<file path="config.mk">
export PLATFORM = sky130hd
export DESIGN_NAME = bytecode_fetch_ctrl
export DESIGN_NICKNAME = d
export VERILOG_FILES = /design/src/rtl/bytecode_pkg.sv /design/src/rtl/byte_prefetch_fifo.sv /design/src/rtl/bytecode_fetch_ctrl.sv
export SDC_FILE = /design/constraint.sdc
export NUM_CORES = 1
export LEC_CHECK = 0
export BUFFER_PORTS_ARGS = -buffer_cell sky130_fd_sc_hd__buf_2
export CAP_MARGIN = 20
export CORE_MARGIN = 4
export CORE_UTILIZATION = 56
export CTS_CLUSTER_DIAMETER = 120
export DETAILED_ROUTE_END_ITERATION = 12
export PLACE_DENSITY = 0.76
export SETUP_SLACK_MARGIN = 0.4
export SYNTH_ARGS = -nofsm -noshare
export SYNTH_HDL_FRONTEND = slang
export SYNTH_SLANG_ARGS = --single-unit
</file>
<file path="constraint.sdc">
create_clock -name clk -period 3.65 [get_ports clk]
set_clock_uncertainty 0.2 [all_clocks]
set_input_delay 0.73 -clock clk [delete_from_list [all_inputs] [get_ports clk]]
set_output_delay 0.73 -clock clk [all_outputs]
set_load 0.005 [all_outputs]
</file>
<file path="src/rtl/bytecode_pkg.sv">
// Shared bytecode definitions for the fetch controller and the decoder.
// Contents: dispatch FSM state enum, opcode constants, the decoder
// instruction word layout, and helpers for instruction length and
// return detection.
package bytecode_pkg;

   localparam int unsigned BC_BYTE_W     = 8;
   localparam int unsigned BC_ADDR_W     = 16;
   localparam int unsigned BC_INSTR_W    = 2 * BC_BYTE_W;
   localparam int unsigned BC_FIFO_DEPTH = 4;

   localparam logic [BC_BYTE_W-1:0] OP_BIPUSH  = 8'h10;
   localparam logic [BC_BYTE_W-1:0] OP_ILOAD   = 8'h15;
   localparam logic [BC_BYTE_W-1:0] OP_LLOAD   = 8'h16;
   localparam logic [BC_BYTE_W-1:0] OP_DLOAD   = 8'h18;
   localparam logic [BC_BYTE_W-1:0] OP_IRETURN = 8'hAC;
   localparam logic [BC_BYTE_W-1:0] OP_DRETURN = 8'hAF;

   typedef enum logic [2:0] {
      IDLE,
      ISSUE,
      WAIT_ACCEPT,
      WAIT_DONE,
      HALTED
   } fetch_state_e;

   // Decoder instruction word: opcode in the upper byte.
   typedef struct packed {
      logic [BC_BYTE_W-1:0] opcode;
      logic [BC_BYTE_W-1:0] operand;
   } instr_word_t;

   // Instruction length in bytes (1 or 2) for a given opcode.
   function automatic logic [1:0] instr_len(input logic [BC_BYTE_W-1:0] op);
      case (op)
         OP_BIPUSH, OP_ILOAD, OP_LLOAD, OP_DLOAD: instr_len = 2'd2;
         default:                                 instr_len = 2'd1;
      endcase
   endfunction

   function automatic logic is_return(input logic [BC_BYTE_W-1:0] op);
      is_return = (op == OP_IRETURN) || (op == OP_DRETURN);
   endfunction

endpackage

</file>
<file path="src/rtl/byte_prefetch_fifo.sv">
// Byte FIFO feeding the dispatch FSM.
// Ports:
//   clk, reset       clock, synchronous active-high reset
//   flush            empty the FIFO (wins over push/pop)
//   push, push_data  write one byte
//   pop_len          bytes to drop from the head this cycle (0, 1 or 2)
//   head, head_next  peek at the head byte and the byte behind it
//   count            bytes currently stored
module byte_prefetch_fifo #(
   parameter int unsigned BYTE  = 8,
   parameter int unsigned DEPTH = 4
) (
   input  logic                    clk,
   input  logic                    reset,
   input  logic                    flush,
   input  logic                    push,
   input  logic [BYTE-1:0]         push_data,
   input  logic [1:0]              pop_len,
   output logic [BYTE-1:0]         head,
   output logic [BYTE-1:0]         head_next,
   output logic [$clog2(DEPTH):0]  count
);
   localparam int unsigned PTR_W = $clog2(DEPTH);
   localparam int unsigned CNT_W = PTR_W + 1;

   logic [BYTE-1:0]  mem [DEPTH];
   logic [PTR_W-1:0] rd_ptr;
   logic [PTR_W-1:0] wr_ptr;

   // Pointers wrap naturally because DEPTH is a power of two.
   always_ff @(posedge clk) begin
      if (reset || flush) begin
         rd_ptr <= '0;
         wr_ptr <= '0;
         count  <= '0;
      end else begin
         if (push) begin
            mem[wr_ptr] <= push_data;
            wr_ptr      <= wr_ptr + PTR_W'(1);
         end
         rd_ptr <= rd_ptr + PTR_W'(pop_len);
         count  <= count + CNT_W'(push) - CNT_W'(pop_len);
      end
   end

   assign head      = mem[rd_ptr];
   assign head_next = mem[rd_ptr + PTR_W'(1)];

endmodule

</file>
<file path="src/rtl/bytecode_fetch_ctrl.sv">
// Bytecode fetch controller: prefetches bytes from instruction memory
// into a small FIFO, assembles {opcode, operand} words, runs the
// start/ready handshake with the decoder and advances the PC by the
// instruction length. Halts after a return opcode completes.
// Ports:
//   clk, reset                 clock, synchronous active-high reset
//   enable                     allow dispatch to the decoder
//   pc_load, pc_load_value     redirect PC and flush (IDLE/HALTED only)
//   mem_req, mem_addr          memory read request (held until mem_ack)
//   mem_ack, mem_data          one-cycle acknowledge with read byte
//   dec_start                  one-cycle start pulse to the decoder
//   dec_ready                  decoder idle (1) / busy (0)
//   dec_instr                  {opcode, operand-or-0}, stable until done
//   pc                         address of the instruction at the FIFO head
//   halted                     a return opcode completed
//   busy                       dispatch FSM active
//   dec_timeout                (DEC_WATCHDOG_EN only) decoder watchdog fired
// Optional feature macro: DEC_WATCHDOG_EN.
module bytecode_fetch_ctrl
   import bytecode_pkg::*;
#(
   parameter int unsigned BYTE       = BC_BYTE_W,
   parameter int unsigned ADDR_W     = BC_ADDR_W,
   parameter int unsigned INSTR_W    = BC_INSTR_W,
   parameter int unsigned FIFO_DEPTH = BC_FIFO_DEPTH
) (
   input  logic               clk,
   input  logic               reset,
   input  logic               enable,
   input  logic               pc_load,
   input  logic [ADDR_W-1:0]  pc_load_value,
   output logic               mem_req,
   output logic [ADDR_W-1:0]  mem_addr,
   input  logic               mem_ack,
   input  logic [BYTE-1:0]    mem_data,
   output logic               dec_start,
   input  logic               dec_ready,
   output logic [INSTR_W-1:0] dec_instr,
   output logic [ADDR_W-1:0]  pc,
   output logic               halted,
   output logic               busy
`ifdef DEC_WATCHDOG_EN
   ,
   output logic               dec_timeout
`endif
);
   localparam int unsigned CNT_W = $clog2(FIFO_DEPTH) + 1;

   fetch_state_e      state;
   fetch_state_e      state_next;
   logic [CNT_W-1:0]  fifo_count;
   logic [BYTE-1:0]   fifo_head;
   logic [BYTE-1:0]   fifo_head_nx;
   logic [1:0]        head_len;
   logic [1:0]        cur_len;
   logic [1:0]        pop_len;
   logic              head_ready;
   logic              load_fire;
   logic              ack_take;
   logic              push;
   logic              fetch_ok;
   logic              latch_instr;
   logic [ADDR_W-1:0] fetch_addr;
   logic              discard_pend;
   instr_word_t       instr_q;

`ifdef DEC_WATCHDOG_EN
   logic [7:0]        wd_cnt;
   logic              timeout_fire;
`endif

   byte_prefetch_fifo #(
      .BYTE  (BYTE),
      .DEPTH (FIFO_DEPTH)
   ) u_fifo (
      .clk       (clk),
      .reset     (reset),
      .flush     (load_fire),
      .push      (push),
      .push_data (mem_data),
      .pop_len   (pop_len),
      .head      (fifo_head),
      .head_next (fifo_head_nx),
      .count     (fifo_count)
   );

   assign head_len   = instr_len(fifo_head);
   assign cur_len    = instr_len(instr_q.opcode);
   assign head_ready = (fifo_count >= CNT_W'(head_len));
   assign load_fire  = pc_load && ((state == IDLE) || (state == HALTED));
   assign ack_take   = mem_req && mem_ack;
   // Bytes from the stream abandoned by pc_load are dropped.
   assign push       = ack_take && !discard_pend && !load_fire;
   // No outstanding request here (mem_req=0), so count alone bounds occupancy.
   assign fetch_ok   = !mem_req && !discard_pend && !load_fire &&
                       (fifo_count < CNT_W'(FIFO_DEPTH)) && (state_next != HALTED);
   assign dec_instr  = instr_q;

   // Fetch side: single outstanding request, address advances on each kept byte.
   always_ff @(posedge clk) begin
      if (reset) begin
         mem_req      <= 1'b0;
         mem_addr     <= '0;
         fetch_addr   <= '0;
         discard_pend <= 1'b0;
      end else if (load_fire) begin
         fetch_addr   <= pc_load_value;
         discard_pend <= mem_req && !mem_ack;
         if (ack_take) mem_req <= 1'b0;
      end else if (ack_take) begin
         mem_req <= 1'b0;
         if (discard_pend) discard_pend <= 1'b0;
         else              fetch_addr   <= fetch_addr + ADDR_W'(1);
      end else if (fetch_ok) begin
         mem_req  <= 1'b1;
         mem_addr <= fetch_addr;
      end
   end

   // Dispatch FSM state register.
   always_ff @(posedge clk) begin
      if (reset) state <= IDLE;
      else       state <= state_next;
   end

   // Dispatch FSM next state and control strobes.
   always_comb begin
      state_next  = state;
      pop_len     = 2'd0;
      latch_instr = 1'b0;
`ifdef DEC_WATCHDOG_EN
      timeout_fire = 1'b0;
`endif
      case (state)
         IDLE: begin
            if (!load_fire && enable && dec_ready && head_ready) begin
               state_next  = ISSUE;
               latch_instr = 1'b1;
            end
         end
         ISSUE:       state_next = WAIT_ACCEPT;
         WAIT_ACCEPT: if (!dec_ready) state_next = WAIT_DONE;
         WAIT_DONE: begin
            if (dec_ready) begin
               pop_len    = cur_len;
               state_next = is_return(instr_q.opcode) ? HALTED : IDLE;
            end
         end
         HALTED:      if (load_fire) state_next = IDLE;
         default:     state_next = IDLE;
      endcase
`ifdef DEC_WATCHDOG_EN
      // 255th cycle without progress abandons the instruction.
      if (((state == WAIT_ACCEPT) || (state == WAIT_DONE)) &&
          (state_next == state) && (wd_cnt == 8'd254)) begin
         state_next   = HALTED;
         timeout_fire = 1'b1;
      end
`endif
   end

   // Registered outputs and PC.
   always_ff @(posedge clk) begin
      if (reset) begin
         dec_start <= 1'b0;
         busy      <= 1'b0;
         halted    <= 1'b0;
         pc        <= '0;
         instr_q   <= '0;
      end else begin
         dec_start <= (state_next == ISSUE);
         busy      <= (state_next == ISSUE) || (state_next == WAIT_ACCEPT) ||
                      (state_next == WAIT_DONE);
         halted    <= (state_next == HALTED);
         if (latch_instr) begin
            instr_q.opcode  <= fifo_head;
            instr_q.operand <= (head_len == 2'd2) ? fifo_head_nx : '0;
         end
         if (load_fire)              pc <= pc_load_value;
         else if (pop_len != 2'd0)   pc <= pc + ADDR_W'(pop_len);
      end
   end

`ifdef DEC_WATCHDOG_EN
   // Watchdog: counts stalled cycles in the decoder wait states.
   always_ff @(posedge clk) begin
      if (reset) begin
         wd_cnt      <= 8'd0;
         dec_timeout <= 1'b0;
      end else begin
         if (((state == WAIT_ACCEPT) || (state == WAIT_DONE)) && (state_next == state))
            wd_cnt <= wd_cnt + 8'd1;
         else
            wd_cnt <= 8'd0;
         if (load_fire)         dec_timeout <= 1'b0;
         else if (timeout_fire) dec_timeout <= 1'b1;
      end
   end
`endif

endmodule

</file>
## Yosys cells after proc, flatten, opt, wreduce, memory -nomap -nowiden

Memory sizes are Yosys's and may differ from the RTL's. A register that Yosys moved wholly into a read port is not among the register bits.
Index checks and enable logic that the tools add are counted.

| cells by class | value |
|---|---|
| $lt $le $gt $ge | 2 |
| muxes and demuxes | 27 |
| add/subtract/negate cells | 7 |
| bitwise operators | 2 |
| equal/unequal tests | 22 |
| reductions and logical operators | 31 |

Operators with widths:

| operator | number |
|---|---|
| $mux 16 | 5 |
| $eq 8x5->1 const B | 8 |
| $add 16x1->16 const B | 1 |
| $add 16x2->16 | 1 |
| $eq 8x8->1 const B | 2 |
| $mux 3 | 5 |
| $pmux 3 s5 | 1 |
| $eq 3x2->1 const B | 4 |
| $logic_and 1x1->1 | 12 |
| $mux 1 | 10 |
| $mux 2 | 5 |
| $mux 8 | 1 |
| $reduce_bool 2->1 | 4 |
| $reduce_or 4->1 | 2 |
| $eq 3x1->1 const B | 2 |
| $eq 3x3->1 const B | 2 |
| $logic_or 1x1->1 | 5 |
| $add 2x1->2 const B | 2 |
| $logic_not 1->1 | 4 |
| $reduce_and 2->1 | 2 |
| $add 3x1->3 | 1 |
| $ge 3x2->1 | 1 |
| $logic_not 3->1 | 1 |
| $lt 3x3->1 const B | 1 |
| other kinds (8) | 9 |

| word-level totals | value |
|---|---|
| flip-flop bits (word level) | 79 |
| memories | 1 |
| output and inout bits | 52 |
| memory bits (writable) | 32 |
| word-level logic and storage cells | 106 |
| input bits | 30 |

Memories:

| name | depth | width | rd ports | clocked after Yosys merged registers in | write ports | line | text |
|---|---|---|---|---|---|---|---|
| u_fifo.mem | 4 | 8 | 2 | 1 | 1 | byte_prefetch_fifo.sv:26 | `logic [BYTE-1:0] mem [DEPTH];` |

## Depth between registers and ports, before layout

Gate-level depths: netlist of the first run.

| logic depth | value |
|---|---|
| word-level depth | 14 |
| mapped depth | 12 |
| depth with buffers taken out | 12 |

## By module

A second synthesis of the first run with hierarchy kept.

| second synthesis, totals | value |
|---|---|
| cells, all modules | 442 |
| area total of the unflattened synthesis | 5,036.1 um^2 |

Modules (own cells, without submodules):

| module | instances | cells an instance | area an instance (um^2) | sequential area each (um^2) |
|---|---|---|---|---|
| bytecode_fetch_ctrl | 1 | 352 | 3,224.3 | 1,441.4 |
| byte_prefetch_fifo | 1 | 90 | 1,811.7 | 1,101.1 |

## Worst setup path after synthesis of the first run

No wires, ideal clock.

| timing path | value |
|---|---|
| path type | reg2reg |
| start point | reg, netlist name u_fifo.rd_ptr[0] |
| end point | reg instr_q, in the netlist dec_instr[9] |
| stages on the path, launching flop included | 12 |
| library setup time | 0.128 ns |
| required time | 3.322 ns |
| data arrival time | 2.942 ns |
| period minus slack after synthesis | 3.270 ns |
| buffers on the path | 2 |
| path slack | 0.380 ns |
| path through | dfxtp_1 -> buf_6 -> mux4_2 -> nor4_4 -> o211ai_4 -> ha_1 -> nand2b_1 -> a211oi_1 -> nor4b_4 -> buf_2 -> mux2i_1 -> nor2_1 |

RTL lines:

| element | line | text |
|---|---|---|
| end, declared | bytecode_fetch_ctrl.sv:65 | `instr_word_t instr_q;` |

==> metrics.md, run 1 <==
| Metric | Value |
|---|---|
| Clk sinks | 111 |
| First-pass GRT wire length | between 15 and 20 mm |
| Die area | roughly 11000 sq um |
| P per Cell Area | 358 nW/um^2 |
| Net switching power | 0.000569 W |
| Final Cycle Share | 90.1% |
| Post-Synth Simple-Gate Area | about 15% |
| Max Clock Freq | between 300 and 400 MHz |
| DRC | 0 |
| Synthesized instance count | around 460 |
| Pre-antenna DRT Iters | 4 |
| DRT Wirelength | 11.7 mm |
| Sequential area share after synthesis | roughly 50% |
| Nets | between 600 and 700 |
| Combinational share of power | 8.1% |
| Lkg Pwr | between 2 and 2.5 nW |
| Initial antenna violation count | 0 |
| FF+latch count, synth | ~110 |
| Syn nets | 500 |
| Worst Hold Class | register to register |
| CTS clk-pin slew, worst paths | roughly 0.11 ns |
| XOR/XNOR Fraction of Synth Area | 5.80% |
| GR Overflow Total | 0 |
| Final hold viol count | 0 |
| Maximum capacitance violations | 0 |
| Worst EP arrival | 3.33 ns |
| Data required time of the worst path | 3.69 ns |
| Pin count of the biggest net entering global routing | 67 |
| Post-Layout Cell Count | 675 |
| Post-Synth Adder-Cell Area | under 10% |
| Critical path class | register to register |
| Power Total | between 0.002 and 0.0025 W |
| RSZ-0062 raised after global routing | yes |
| # placed instances | 632 |
| Via Count | between 3000 and 4000 |
| IO Pins | just over 80 |
| Post-synthesis area per instance | approximately 11 sq um |
| Die H | 104 um |
| Setup violators final | 0 |
| Vias in the first global route | between 3000 and 4000 |
| Number of buffers created by CTS | 9 |
| Clock group share of total power | between 30% and 40% |
| Fraction of registers with async set/reset | 0% |
| Via density | approximately 5.6 |
| Rows | 34 |
| Initial core utilization | just under 60% |
| Wire per inst | 17.3 um |
| Synth cell types | 54 |
| Seq pwr share | roughly three fifths |
| Total GRT Usage | about 21% |
| GP Congestion | roughly 0.83 |
| Crit path capture type | register |
| Post-route ant nets | 0 |
| Mux contribution to synthesized area | between 10% and 20% |
| Maximum VDD drop | roughly 0.22 mV |
| EDFF count, synth | 32 |
| CTS tree | done |
| Worst hold margin | approximately 0.30 ns |
| Root buffer cell | clkbuf_8 |
| Synthesized area | slightly above 5000 sq um |
| Synth-to-Final Area Change | 20.6% |
| Most used DFF post-synth | dfxtp_1 |
| Main combinational cell family by area after synthesis | simple AND/OR/NAND/NOR gates |
| Switch share | 25.6% |
| Antenna Cells | 0 |
| IO Port Bufs | 81 |
| Worst Path Max Fanout | 7 |
| Status | complete, no violations |
| P_int | roughly 0.0017 W |
| Slew margin rel. | between 30% and 40% |
| Setup crit start kind | register |
| Max-slew violation count | 0 |
| DIE WIDTH | between 100 and 150 um |
| Starting DRT DRC Count | 184 |
| Share of cells above drive strength 1 | between 30% and 40% |
| Post-DP HPWL | 8.12 mm |
| Area of the core | about 9000 sq um |
| Ys Warns | 0 |
| Skew-Pair Late Insertion Delay | about 0.38 ns |
| Compound-Gate Fraction of Synth Area | 10.3% |
| Post-route setup TNS | 0 ns |
| Least-Margin Pin Slew | 1.04 ns |
| # H-tree levels | 3 |
| Max Root-Sink Buffers | 2 |
| Final min period | 3.29 ns |
-- sequential cells by signal (all words and copies together) (netlist names) --
signal         cells
busy               1
dec_instr         16
dec_start          1
discard_pend       1
fetch_addr        16
halted             1
mem_addr          16
mem_req            1
pc                16
state              3
u_fifo.count       3
u_fifo.mem        32
u_fifo.rd_ptr      2
u_fifo.wr_ptr      2
-- routing by layer --
metal | track usage (%) | routed length (um) | up-vias
li1 | - | - | 1840
met1 | 26.2 | 5140 | 1841
met2 | 36.1 | 5870 | 85
met3 | 3.54 | 474 | 13
met4 | 6.55 | 167 | 0
met5 | 0 | 0 | -
-- critical path, stage by stage, from the launching register on --
cell and delay [ns]:
dfxtp_4 0.38, buf_12 0.12, buf_6 0.09, mux4_2 0.53, nor4_4 0.34, o211ai_4 0.15, buf_6 0.15, ha_4 0.26
a211oi_4 0.06, nor4b_4 0.28, buf_4 0.19, buf_12 0.13, mux2i_1 0.22, nor2_1 0.06
-- timing repair --
| item | CTS | global route |
|---|---|---|
| setup endpoints to repair | 19 | 19 |
| gates resized for setup | 6 | 13 |
| cloned | 3 | 1 |
| hold buffers | 0 | 0 |
| buffers inserted | 14 | 9 |
| pin swaps | 3 | 8 |
-- cell usage after synthesis, drive strengths merged (3+ instances only) --
library cell / count / area (sq um)
dfxtp: 79 / 1580
nor2: 46 / 173
a21oi: 35 / 186
edfxtp: 32 / 961
mux2i: 27 / 270
nand2: 26 / 97.6
xnor2: 25 / 219
inv: 17 / 63.8
o21bai: 15 / 113
mux4: 14 / 327
ha: 13 / 163
nor3: 13 / 65.1
clkbuf: 12 / 45.0
nand2b: 12 / 75.1
buf: 9 / 56.3
nand3: 9 / 45.0
xor2: 9 / 78.8
o32ai: 8 / 130
and3: 7 / 43.8
nand4: 5 / 37.5
nor3b: 5 / 42.5
and2: 3 / 18.8
mux2: 3 / 33.8
nor2b: 3 / 18.8
nor4: 3 / 33.8
o211ai: 3 / 36.3
-- per-stage QoR --
stage | setup slack, ns | cell area (sq um) | utilization, %
floorplan | 0.400 | 5140 | -
global route | 0.229 | 6200 | 70.4
detailed placement | 0.0608 | 5670 | 64.4
CTS | 0.405 | 6040 | 68.6
global placement | 0.204 | 5670 | 64.4
finish | 0.360 | 6200 | 70.4
-- worst paths after layout --
check	cells after the start	end	slack [ns]	startpoint
hold reg to reg	2	mem_addr[9]	0.30	mem_addr[9]
setup / recovery	13	dec_instr[14]	0.36	u_fifo.rd_ptr[0]
hold / removal	2	mem_addr[9]	0.30	mem_addr[9]
setup reg to reg	13	dec_instr[14]	0.36	u_fifo.rd_ptr[0]
-- cell families after synthesis --
logic type / count (synthesis)
AO/OA/AOI/OAI: 69
XOR/XNOR: 34
AND/OR/NAND/NOR: 144
multiplexers: 44
buffers and inverters: 38
flip-flops: 111
adder cells (fa/ha/maj): 15
-- final cells by class --
cell class / count / area, sq um
flip-flops and latches: 111 / 2550
fillers: 637 / 2610
repair buffers: 117 / 782
multi-input cells: 306 / 2490
inverters: 17 / 63.8
clock inverters: 6 / 51.3
well taps: 108 / 135
clock buffers: 10 / 128
-- power groups by stage --
stage | Clock [W] | Combinational, W | Sequential, W
after detailed placement | 0 | 0.000176 | 0.00137
after global routing | 0.000754 | 0.000200 | 0.00135
after global placement | 0 | 0.000171 | 0.00137
after CTS | 0.000706 | 0.000179 | 0.00134
final | 0.000695 | 0.000181 | 0.00134
after floorplan | 0 | 0.000109 | 0.00136
-- placed cells by master, fill, tap and decap left out, drive strengths merged, types with 2 or more instances in the layout --
| cell | netlist | final |
|---|---|---|
| nor2b | 3 | 3 |
| o211ai | 3 | 3 |
| o32ai | 8 | 8 |
| and4 | 2 | 2 |
| nand2b | 12 | 12 |
| dfxtp | 79 | 79 |
| fa | 2 | 2 |
| or2 | 2 | 2 |
| clkbuf | 12 | 11 |
| mux4 | 14 | 14 |
| ha | 13 | 13 |
| mux2i | 27 | 27 |
| nor3b | 5 | 5 |
| nor3 | 13 | 13 |
| xor2 | 9 | 9 |
| and3 | 7 | 7 |
| clkinv | 0 | 2 |
| nand3 | 9 | 9 |
| nor4 | 3 | 3 |
| inv | 17 | 21 |
| a21o | 2 | 2 |
| a21oi | 35 | 35 |
| a31oi | 2 | 2 |
| nand4 | 5 | 5 |
| nor2 | 46 | 46 |
| and2 | 3 | 3 |
| nand2 | 26 | 26 |
| xnor2 | 25 | 25 |
| buf | 9 | 115 |
| o21bai | 15 | 15 |
| edfxtp | 32 | 32 |
| mux2 | 3 | 3 |
No activity file was read; power rests on OpenSTA's default activity.
==> run 2, diff against run 1 <==
--- a/config.mk
+++ b/config.mk
@@ -9,7 +9,6 @@
 export CAP_MARGIN = 20
 export CORE_MARGIN = 4
 export CORE_UTILIZATION = 56
-export CTS_CLUSTER_DIAMETER = 120
 export DETAILED_ROUTE_END_ITERATION = 12
 export PLACE_DENSITY = 0.76
 export SETUP_SLACK_MARGIN = 0.4
==> constraint.sdc (replaced) <==
create_clock -name clk -period 3.65 [get_ports clk]
set_clock_uncertainty 0.2 [all_clocks]
set_input_delay 0.5475 -clock clk [delete_from_list [all_inputs] [get_ports clk]]
set_output_delay 0.5475 -clock clk [all_outputs]
set_load 0.005 [all_outputs]
==> run 2 against run 1 <==
Clock-buffer cell count did not move; register-to-register slack barely moved; routed wire length fell by 0.49%; largest cell class unchanged; critical path type unchanged; maximum frequency rose by 0.19%.
==> metrics.md, run 2 (synthesized netlist as in run 1, its figures left out) <==
| Metric | Value |
|---|---|
| GP Congestion | between 0.8 and 0.9 |
| Die H | 104 um |
| M3 GR Usage | 4.66% |
| Final min period | approximately 3.3 ns |
| P per Cell Area | roughly 360 nW/um^2 |
| Maximum capacitance violations | 0 |
| Wire per inst | between 15 and 20 um |
| Crit path capture type | register |
| GRT busiest layer | met2 |
| Data required time of the worst path | around 3.7 ns |
| Slew margin rel. | about 30% |
| Met1 Use GR | around 28% |
| Seq pwr share | about 61% |
| Worst Hold Class | input port to register |
| IO Pins | approximately 80 |
| CTS tree | done |
| Max Root-Sink Buffers | 2 |
| Area of the core | ~8800 sq um |
| Power Total | around 0.0022 W |
| Starting DRT DRC Count | roughly 150 |
| DIE WIDTH | about 100 um |
| Switch share | between 20% and 30% |
| Initial core utilization | between 50 and 60% |
| Share of cells above drive strength 1 | 28.7% |
| P_int | 0.00164 W |
| Status | complete, no violations |
| Routing usage on met2 | approximately a third |
| GR Overflow Total | 0 |
| Maximum VDD drop | 0.283 mV |
| Post-DP HPWL | around 8 mm |
| Max-slew violation count | 0 |
| Via density | between 5 and 6 |
| Total GRT Usage | 20.9% |
| R2r worst-path depth | 13 |
| Antenna Cells | 0 |
| Initial antenna violation count | 0 |
| # H-tree levels | 3 |
| RSZ-0062 raised after global routing | yes |
| Post-route ant nets | 0 |
| Final hold viol count | 0 |
| Combinational share of power | 8.2% |
| DRC | 0 |
| Nets | just under 600 |
| Clk sinks | ~110 |
| Skew-Pair Late Insertion Delay | between 0.3 and 0.4 ns |
| Pin count of the biggest net entering global routing | 67 |
| IO Port Bufs | between 80 and 90 |
| Post-route setup TNS | 0 ns |
| Die area | around 11000 sq um |
| Area after DPL | approximately 5700 sq um |
| CTS hold repair buffers | 0 |
| Max reg flops | 32 |
| Cell area after layout | 6070 sq um |
| Worst hold path depth | 1 |
| Lkg Pwr | around 2.4 nW |
| Fill count | around 650 |
| First-pass GRT wire length | roughly 18 mm |
| CTS clk-pin slew, worst paths | roughly 0.1 ns |
| Most frequent cells in the layout | buf_2, dfxtp_1, nor2_1 |
| Worst Path Max Fanout | 8 |
| Number of buffers created by CTS | 9 |
| Pre-antenna DRT Iters | 4 |
| Setup violators final | 0 |
| Worst EP arrival | about 3.3 ns |
| Most common cell after layout, fill and taps aside | buf_2 |
| Setup crit start kind | register |
| Rows | 34 |
| Max Clock Freq | 305 MHz |
| Critical path class | register to register |
| DRT Wirelength | between 10 and 15 mm |
| Synth-to-Final Area Change | 18.2% |
| Most flops, register | u_fifo.mem |
| Final Cycle Share | 90.0% |
| Least-Margin Pin Slew | 1.04 ns |
| Vias in the first global route | 3642 |
| Net switching power | about 0.00055 W |
| Clock group share of total power | between 30% and 40% |
| Root buffer cell | clkbuf_8 |
| Via Count | 3739 |
[run 2: cell count changes in the layout (fill, tap and decap cells not counted), moves of 2 or more]
cell / before / now
buf_4: 26 / 16
buf_6: 5 / 1
clkbuf_16: 1 / 3
clkinv_1: 0 / 2
inv_6: 3 / 1
mux4_1: 2 / 0
mux4_2: 12 / 14
[run 2: layout make-up]
cell class	count	area (sq um)	area share, %
clock inverter	6	45.0	0.742
sequential	111	2550	41.9
clock buffer	10	128	2.10
timing repair buffer	104	672	11.1
tap	108	135	2.22
multi-input combinational	306	2480	40.9
inverter	17	63.8	1.05
[run 2: metal layers]
layer,share of wire [%],up-vias
li1,-,1817
met5,0,-
met4,1.7,0
met2,50,113
met1,43,1793
met3,5.4,16
[run 2: worst max-delay path, cell delays in order, from the launching register on]
cell and delay, ns:
dfxtp_4 0.39, buf_12 0.14, mux4_2 0.59, nor3_4 0.28, o211ai_4 0.14, ha_4 0.28
nand2b_4 0.12, a211oi_4 0.06, nor4b_4 0.34, buf_4 0.21, buf_4 0.11, buf_4 0.10
buf_6 0.12, o32ai_2 0.07
[run 2: worst paths after layout]
kind / startpoint / endpoint / slack, ns
max: u_fifo.rd_ptr[0] / dec_instr[6] / 0.37
min: mem_data[1] / u_fifo.mem[2][1] / 0.19
max reg2reg: u_fifo.rd_ptr[0] / dec_instr[6] / 0.37
min reg2reg: mem_addr[5] / mem_addr[5] / 0.30
[run 2: power by group through the flow]
| stage | Clock, W | Sequential [W] | Combinational, W |
|---|---|---|---|
| final | 0.000665 | 0.00134 | 0.000180 |
| after global routing | 0.000732 | 0.00135 | 0.000199 |
| after CTS | 0.000680 | 0.00134 | 0.000178 |
| after detailed placement | 0 | 0.00137 | 0.000176 |
| after global placement | 0 | 0.00137 | 0.000171 |
| after floorplan | 0 | 0.00136 | 0.000109 |
[run 2: metrics by stage]
step                std cells  utilization, %  hold WS [ns]  setup slack, ns
floorplan                 455               -         0.275            0.400
global placement          631            64.3         0.267            0.203
detailed placement        631            64.3         0.277           0.0878
CTS                       652            67.3         0.176            0.409
global route              662            69.0         0.172            0.252
finish                    662            69.0         0.189            0.367
[run 2: repair_timing]
| item | 4_1_cts | 5_1_grt |
|---|---|---|
| gates cloned | 2 | 2 |
| gates resized for setup | 4 | 13 |
| pin swaps | 3 | 7 |
| endpoints found under the setup margin | 19 | 19 |
| buffers inserted | 3 | 8 |
==> run 3, diff against run 2 <==
--- a/config.mk
+++ b/config.mk
@@ -5,12 +5,14 @@
 export SDC_FILE = /design/constraint.sdc
 export NUM_CORES = 1
 export LEC_CHECK = 0
+export ABC_AREA = 1
 export BUFFER_PORTS_ARGS = -buffer_cell sky130_fd_sc_hd__buf_2
 export CAP_MARGIN = 20
 export CORE_MARGIN = 4
-export CORE_UTILIZATION = 56
+export CORE_UTILIZATION = 57
+export CTS_CLUSTER_DIAMETER = 120
 export DETAILED_ROUTE_END_ITERATION = 12
-export PLACE_DENSITY = 0.76
+export PLACE_DENSITY = 0.77
 export SETUP_SLACK_MARGIN = 0.4
 export SYNTH_ARGS = -nofsm -noshare
 export SYNTH_HDL_FRONTEND = slang
==> run 3 against run 2 <==
Die area up 6.9%; utilization down 2.3 points; clock power up 2%; final area up 3.3%.
==> metrics.md, run 3 <==
| Metric | Value |
|---|---|
| Top cells by area, synth | dfxtp_1, edfxtp_1, nand2_1 |
| Data required time of the worst path | roughly 3.8 ns |
| CTS hold repair buffers | 0 |
| RSZ-0062 raised after global routing | no |
| Vias in the first global route | 4682 |
| Final hold viol count | 0 |
| Setup repair bufs after CTS | 0 |
| Post-route setup TNS | 0 ns |
| Yosys top cell by area | dfxtp_1 |
| Initial antenna violation count | 0 |
| Setup crit start kind | register |
| Post-DP HPWL | approximately 10 mm |
| Synth top area share | between 20% and 30% |
| Least-Margin Pin Slew | around 0.66 ns |
| Synth cell types | 37 |
| Crit path capture type | register |
| Maximum capacitance violations | 0 |
| Most common cell after layout, fill and taps aside | nand2_1 |
| Via density | ~5.5 |
| Post-route ant nets | 0 |
| Max reg flops | 32 |
| # H-tree levels | 3 |
| Critical path class | register to register |
| CP max stage cell | fa_1 |
| Max Clock Freq | 336 MHz |
| DRC | 0 |
| Synthesized instance count | 738 |
| CTS clk-pin slew, worst paths | around 0.11 ns |
| Max-slew violation count | 0 |
| Die H | 107 um |
| Area of the core | roughly 9400 sq um |
| Worst EP arrival | a little over 3 ns |
| Most frequent cells in the layout | nand2_1, buf_2, inv_1, nand3_1, dfxtp_1 |
| Clk sinks | 111 |
| First-pass GRT wire length | 22.7 mm |
| Switch share | between 20% and 30% |
| Setup violators final | 0 |
| Max Root-Sink Buffers | 2 |
| Synthesized area | roughly 5600 sq um |
| Pre-antenna DRT Iters | 5 |
| Net switching power | a little over 0.0006 W |
| P_int | approximately 0.0017 W |
| Top post-synthesis cells by count | nand2_1, dfxtp_1, inv_1, nand3_1, a21oi_1 |
| Maximum VDD drop | around 0.23 mV |
| Lkg Pwr | 2.79 nW |
| Worst Path Max Fanout | 4 |
| FF+latch count, synth | approximately 110 |
| Top-count cell post-synth | nand2_1 |
| CTS tree | done |
| Fraction of registers with async set/reset | 0% |
| Most flops, register | u_fifo.mem |
| Sequential area share after synthesis | roughly 45% |
| Most used DFF post-synth | dfxtp_1 |
| Total GRT Usage | about a quarter |
| Starting DRT DRC Count | around 330 |
| Initial core utilization | about 60% |
| Seq pwr share | approximately three fifths |
| GR Overflow Total | 0 |
| Via Count | between 5000 and 6000 |
| Final Cycle Share | between 80% and 90% |
| Share of cells above drive strength 1 | between 15 and 20% |
| Die area | 11500 sq um |
| Combinational share of power | between 10% and 20% |
| Syn nets | between 700 and 800 |
| DIE WIDTH | between 100 and 150 um |
| Synth-to-Final Area Change | 11.7% |
| P per Cell Area | roughly 360 nW/um^2 |
| GP Congestion | between 0.8 and 0.9 |
| Family with the most delay on the worst path | simple AND/OR/NAND/NOR gates |
| Worst Path Buf+Inv | 3 |
| Rows | 35 |
| EDFF count, synth | 32 |
| Nets | ~850 |
| IO Port Bufs | between 80 and 90 |
| Crit-path cells | or2_2 -> nand2_1 -> o21ai_0 -> nand4_1 -> inv_1 -> nor2_2 -> ha_1 -> inv_1 -> fa_1 -> nor2_1 -> nand2_1 -> nor2_4 -> nand3_1 -> nand2_1 -> nand3_1 -> nand3_1 -> nand3_1 -> inv_1 |
| Post-synthesis area per instance | about 7.6 sq um |
| Wire per inst | around 15 um |
| Slew margin rel. | between 50% and 60% |
| Number of buffers created by CTS | 9 |
| Core Util, Final | about two thirds |
| Root buffer cell | clkbuf_8 |
| Slowest stage delay, CP | about 0.4 ns |
| IO Pins | 82 |
| Status | complete, no violations |
| Clock group share of total power | 29.8% |
| Final min period | between 2 and 3 ns |
| Worst Hold Class | input port to register |
| Antenna Cells | 0 |
| Pin count of the biggest net entering global routing | 46 |
| Ys Warns | 0 |
| DRT Wirelength | approximately 14 mm |
| Skew-Pair Late Insertion Delay | between 0.3 and 0.4 ns |
| CP dominant cell by count | nand3_1 |
[run 3: changes by cell type in the layout (fill, tap and decap cells not counted), moves of 14 or more]
cell / change
nand2_1: +138
nand3_1: +69
inv_1: +63
o21ai_0: +62
a21oi_1: +32
mux2i_1: -27
xnor2_1: -21
mux4_2: -14
o21bai_1: -14
[run 3: per-stage QoR]
stage	cell area (sq um)	hold slack [ns]	power [W]	std cells	worst slack, ns
after floorplan	5620	0.267	0.00153	738	0.903
after global placement	6080	0.262	0.00161	924	0.533
after detailed placement	6080	0.266	0.00162	924	0.394
after CTS	6250	0.179	0.00228	940	0.522
after global routing	6280	0.187	0.00237	940	0.406
final	6280	0.190	0.00227	940	0.677
[run 3: worst reg2reg max path, stage by stage, from the launching register on]
cell     delay, ns
dfxtp_1       0.34
or2_2         0.31
nand2_1       0.08
o21ai_0       0.07
nand4_1       0.09
inv_1         0.07
nor2_2        0.16
ha_1          0.20
inv_1         0.06
fa_1          0.40
nor2_1        0.15
nand2_1       0.14
nor2_4        0.14
nand3_1       0.13
nand2_1       0.09
nand3_1       0.07
nand3_1       0.09
nand3_1       0.08
inv_1         0.06
[run 3: repair_timing]
item,4_1_cts,5_1_grt
resized for setup,0,9
setup endpoints to repair,0,19
endpoints found under the hold margin,0,0
[run 3: cell families (layout without fill, tap and decap cells)]
kind of cell / after synthesis / count (layout) / synth area share (%)
xor+xnor: 11 / 11 / 1.71
flops: 111 / 111 / 45.2
fa+ha+maj: 15 / 15 / 3.61
simple gates: 321 / 321 / 24.6
buf+inv: 118 / 191 / 9.06
compound gates: 162 / 162 / 15.8
[run 3: path summary, 6_finish.rpt]
check,from,to,slack [ns],depth (start not counted)
worst min register to register,mem_addr[10],mem_addr[10],0.29,2
worst max register to register,dec_instr[8],pc[12],0.68,18
worst max-delay path,dec_instr[8],pc[12],0.68,18
worst min-delay path,mem_data[6],u_fifo.mem[1][6],0.19,1
[run 3: area by class of cell]
class,instances,area (sq um)
Clock buffer,10,128
Multi-Input combinational cell,509,2580
Fill cell,795,3140
Clock inverter,6,43.8
Sequential cell,111,2540
Timing Repair Buffer,92,499
Inverter,83,322
Tap cell,129,161
[run 3: power groups by stage]
stage | Sequential, W | Clock, W | Combinational [W]
3_3_place_gp | 0.00137 | 0 | 0.000237
3_5_place_dp | 0.00138 | 0 | 0.000246
5_1_grt | 0.00136 | 0.000739 | 0.000280
2_1_floorplan | 0.00137 | 0 | 0.000154
4_1_cts | 0.00135 | 0.000685 | 0.000247
6_report | 0.00135 | 0.000677 | 0.000247
[run 3: metal layers]
metal / track usage [%] / vias up / wire [um]
li1: - / 2596 / -
met1: 37.4 / 2365 / 6580
met2: 35.7 / 215 / 6030
met3: 3.66 / 15 / 1070
met4: 6.30 / 0 / 158
met5: 0 / - / 0
